**config.mk**
```make
export PLATFORM = sky130hd
export DESIGN_NAME = pipe_stage_elastic
export DESIGN_NICKNAME = d
export VERILOG_FILES = /design/src/rtl/pipe_stage_elastic.sv
export SDC_FILE = /design/constraint.sdc
export NUM_CORES = 1
export LEC_CHECK = 0
export BUFFER_PORTS_ARGS = -buffer_cell sky130_fd_sc_hd__buf_2
export CAP_MARGIN = 10
export CORE_UTILIZATION = 47
export CTS_CLUSTER_DIAMETER = 120
export CTS_CLUSTER_SIZE = 28
export DETAILED_ROUTE_END_ITERATION = 7
export MAX_ROUTING_LAYER = met4
export PLACE_DENSITY = 0.73
export SYNTH_ARGS = -nofsm -noshare
export SYNTH_HDL_FRONTEND = slang
export SYNTH_SLANG_ARGS = --single-unit
```
**constraint.sdc**
```tcl
create_clock -name CLK -period 3.1 [get_ports CLK]
set_input_delay 0.155 -clock CLK [delete_from_list [all_inputs] [get_ports CLK]]
set_output_delay 0.155 -clock CLK [all_outputs]
set_load 0.02 [all_outputs]
```
**src/rtl/pipe_stage_elastic.sv**
```systemverilog
// Elastic pipeline stage with a two-entry skid buffer.
// Carries one opaque WIDTH-bit bundle between two stages over a valid/ready handshake.
// in_ready is a function of registered state and flush only, so it never depends on out_ready.
// Synchronous flush squashes held entries. A saturating counter records back-pressure cycles.
module pipe_stage_elastic #(
  parameter int unsigned      WIDTH          = 64,
  parameter logic [WIDTH-1:0] RESET_VAL      = '0,
  parameter bit               CLEAR_ON_FLUSH = 1'b1,
  parameter int unsigned      CNTW           = 16
) (
  input  logic             CLK,
  input  logic             nRST,
  input  logic             in_valid,
  output logic             in_ready,
  input  logic [WIDTH-1:0] in_data,
  output logic             out_valid,
  input  logic             out_ready,
  output logic [WIDTH-1:0] out_data,
  input  logic             flush,
  input  logic             clr_cnt,
  output logic [1:0]       occupancy,
  output logic [CNTW-1:0]  stall_cnt
);

  typedef enum logic [1:0] {
    StEmpty = 2'd0,
    StOne   = 2'd1,
    StFull  = 2'd2
  } state_e;

  state_e            state_q, state_d;
  logic [WIDTH-1:0]  main_q, main_d;
  logic [WIDTH-1:0]  skid_q, skid_d;
  logic [CNTW-1:0]   cnt_q, cnt_d;
  logic              acc, pop;

  // Handshake decode; the unused encoding 3 behaves exactly like StEmpty.
  always_comb begin
    out_valid = (state_q == StOne) || (state_q == StFull);
    occupancy = out_valid ? state_q : 2'd0;
    in_ready  = (state_q != StFull) && !flush;
    acc       = in_valid && in_ready;
    pop       = out_valid && out_ready;
    out_data  = main_q;
    stall_cnt = cnt_q;
  end

  // Next-state and data-register load selection; flush overrides every other event.
  always_comb begin
    state_d = state_q;
    main_d  = main_q;
    skid_d  = skid_q;
    if (flush) begin
      state_d = StEmpty;
      if (CLEAR_ON_FLUSH) begin
        main_d = RESET_VAL;
        skid_d = RESET_VAL;
      end
    end else begin
      case (state_q)
        StOne: begin
          if (acc && pop) begin
            main_d = in_data;
          end else if (acc) begin
            skid_d  = in_data;
            state_d = StFull;
          end else if (pop) begin
            state_d = StEmpty;
          end
        end
        StFull: begin
          // Skid entry is older than nothing but younger than main; it only ever moves to main.
          if (pop) begin
            main_d  = skid_q;
            state_d = StOne;
          end
        end
        default: begin
          state_d = StEmpty;
          if (acc) begin
            main_d  = in_data;
            state_d = StOne;
          end
        end
      endcase
    end
  end

  // Stall counter next value: clear beats increment, increment saturates at all-ones.
  always_comb begin
    cnt_d = cnt_q;
    if (clr_cnt) begin
      cnt_d = '0;
    end else if (out_valid && !out_ready && (cnt_q != {CNTW{1'b1}})) begin
      cnt_d = cnt_q + 1'b1;
    end
  end

  // State, data and counter registers with asynchronous active-low reset.
  always_ff @(posedge CLK or negedge nRST) begin
    if (!nRST) begin
      state_q <= StEmpty;
      main_q  <= RESET_VAL;
      skid_q  <= RESET_VAL;
      cnt_q   <= '0;
    end else begin
      state_q <= state_d;
      main_q  <= main_d;
      skid_q  <= skid_d;
      cnt_q   <= cnt_d;
    end
  end

endmodule

```
==> impl_metrics.yaml <==
power:
  fin_total_pwr_mw: 5.183
  pwr-share-seq: 0.414
  pwr-share-comb: 0.125
  irDropWorstVdd_uv: 447.2
  leakage_nw: 3.933
  p_per_area_nw_per_um2: 587.3
  clkPwrFrac: 0.461
  switching_share: 0.2415
  internal-power_mw: 3.932
  switching_power_mw: 1.252
critical_path:
  path_buf_inv: 2
  start_kind: "register"
  slowest_stage: "nor2b_1"
  r2r_start: "state_q[0]"
  ff2ff_setup_slack_ns: 0.72
  worstPathArrival_ns: 2.69
  path_max_fanout: 128
  crit_type: "reg -> reg"
  path_cells: "inv_1 > ha_1 > nor2b_1 > o21bai_1 > a21oi_4 > buf_12 > o31ai_1"
  critPathLaunch: "state_q[0]"
  cp.required_ns: 3.41
  worstSetupEndpointType: "register"
  slowest_delay_ns: 0.41
  cp_top_family: "compound AO/OA/AOI/OAI gates"
synthesis:
  synth_cells: 687
  syn-num-nets: 762
  yosys_warnings: 0
  synth_area_sq_um: 6823
  ys_seq_area_frac: 0.5355
  yosysUniqueCellTypes: 37
  avgSynthCellArea_sq_um: 9.931
  async_flop_share: 1.000
  synth_edf_count: 0
  synth-seq-cells: 146
  synth-main-ff-cell: "dfrtp_1"
grt:
  grt_max_degree: 129
  grt_pass1_wl_um: 26670
  grt_pass1_vias: 5398
  overflow: 0
  grt_use_total: 0.2360
  grt_antenna_before_repair: 0
placement:
  dp_hpwl_um: 10250
  placedCellCount: 974
  io_buffers: 153
  place.gp.congestion: 0.8536
  placed_cell_area_sq_um: 7745
status:
  status: "complete, no violations"
sta:
  timing.slew.headroom: 0.5125
  period_needed_ns: 2.382
  post-route-period-util: 0.7684
  final_hold_viol_count: 0
  timing.hold.ws_ns: 0.01449
  maxSlewViolCount: 0
  finClkSkew_ns: 0.005763
  setup_viol: 0
  rsz0062_at_grt: "no"
  maxClockFrequency_mhz: 419.8
  tns_ns: 0
  tightest_slew_ns: 0.7256
die:
  core_sq_um: 14040
  die-area_sq_um: 15000
  ioPinCount: 154
  rows: 43
  die_height_um: 122.5
  floorplan.initialDensity: 0.4859
  die_w_um: 122.5
layout:
  final_area_sq_um: 8826
  instances_no_fill: 1045
  syn_to_final_growth_pct: 29.36
  nets: 927
  n_antenna_cell: 0
  drive_gt1_frac: 0.2312
cts:
  clock-sinks: 146
  ctsHtreeMaxLevel: 4
  clk_pin_slew_ns: 0.05
  clock_path_buffers: 2
  cts_tree: "built"
  cts_resized: 0
  root_buffer: "clkbuf_16"
  clk_latency_ns: 0.42
  cts-buffers-inserted: 17
drt:
  post_drt_wl_per_cell_um: 15.50
  drt-pass1-iter-count: 5
  first_iter_violations: 428
  drc: 0
  vias: 5536
  drtAntennaViolNets: 0
  avgViaCountPerCell: 5.298
  wirelength_um: 16200
worst_hold_path:
  hold_start: "in_data[19]"
  hp-class: "in -> reg"
job:
  drv_cap: 0
## worst register-to-register path: cells and delay by family (launching register included)
kind                       cells  cell delay, ns
AOI/OAI and AO/OA              3            0.82
buffers and inverters          2            0.35
and+or+nand+nor                1            0.41
DFF                            1            0.40
adders and majority gates      1            0.30
## metrics by stage
stage               worst slack (ns)  utilization
finish                        0.7179       0.6285
global placement              0.8513       0.5515
global route                  0.6393       0.6285
floorplan                     0.8379            -
CTS                           0.7724       0.6285
detailed placement            0.7805       0.5515
## routing by layer
metal  global-route usage  share of wire  up-vias
met3              0.05576          0.050       17
met2               0.3796           0.50      166
li1                     -              -     2690
met5                    -              0        -
met4              0.07470          0.013        0
met1               0.2938           0.44     2663
## sequential cells by signal, summed over array words and instances, names as in the netlist
| signal | flops |
|---|---|
| out_data | 64 |
| skid_q | 64 |
| stall_cnt | 16 |
| state_q | 2 |
## cells in the final DEF, fill, tap and decap left out, types with 3 or more instances in the layout
master         count
dlygate4sd3_1     39
o31ai_1           64
nand2b_1          65
nor2_1            18
inv_1              6
clkbuf_16         17
buf_12             3
nor3_1             9
ha_1               4
nand2_1          138
or3_1              3
dfrtp_1          146
buf_2            151
clkinv_2           4
mux2i_1           66
a21oi_1            7
xnor2_1            9
buf_4              5
nand4_1            5
bufinv_16          7
o21ai_0           69
## timing repair
action | CTS | global route
buffers inserted | 0 | 0
setup endpoints to repair | 0 | 0
hold buffers | 39 | 0
endpoints found under the hold margin | 91 | 0
## area by class of cell
cell class / instances / area [sq um]
Sequential cell: 146 / 3654
Clock buffer: 21 / 460.4
Multi-Input combinational cell: 482 / 2979
Fill cell: 1125 / 5216
Clock inverter: 11 / 230.2
Tap cell: 180 / 225.2
Timing Repair Buffer: 199 / 1255
Inverter: 6 / 22.52
## cells in the mapped netlist (all sizes together) (2+ instances only)
library cell,count,area (sq um)
nor4,3,31.28
nand4,5,31.28
nor3,9,45.04
a211oi,2,15.01
inv,6,22.52
nand3,2,10.01
ha,5,62.56
nand2,138,518.0
o21ai,69,345.3
mux2i,66,660.6
or3,4,30.03
o31ai,64,480.5
dfrtp,146,3654
clkbuf,42,157.7
nor2,19,73.82
xnor2,9,78.83
nand2b,65,406.6
a21oi,8,40.04
buf,11,48.80
## cells by family (layout without fill, tap and decap cells)
family          count (synthesis)  in the layout  share of synthesized area
simple gates                  254            254                     0.1790
fa+ha+maj                       5              5                   0.009169
compound gates                147            147                     0.1331
buf+inv                        59            237                    0.03356
flops                         146            146                     0.5355
xor+xnor                       10             10                    0.01284
mux                            66             66                    0.09683
## worst paths after layout
path                                 to  cells after the start
max in group asynchronous    skid_q[58]                      3
min in group asynchronous    skid_q[24]                      2
min reg2reg                 out_data[5]                      2
min                          skid_q[19]                      3
max reg2reg                out_data[24]                      7
max                        out_data[24]                      7
## power by group through the flow
stage	Combinational, mW	Clock [mW]	Sequential [mW]
after global routing	0.718	2.53	2.16
after floorplan	0.265	0	2.26
final	0.648	2.39	2.15
after CTS	0.654	2.44	2.15
after global placement	0.592	0	2.17
after detailed placement	0.615	0	2.18
No activity file was read; power rests on OpenSTA's default activity.
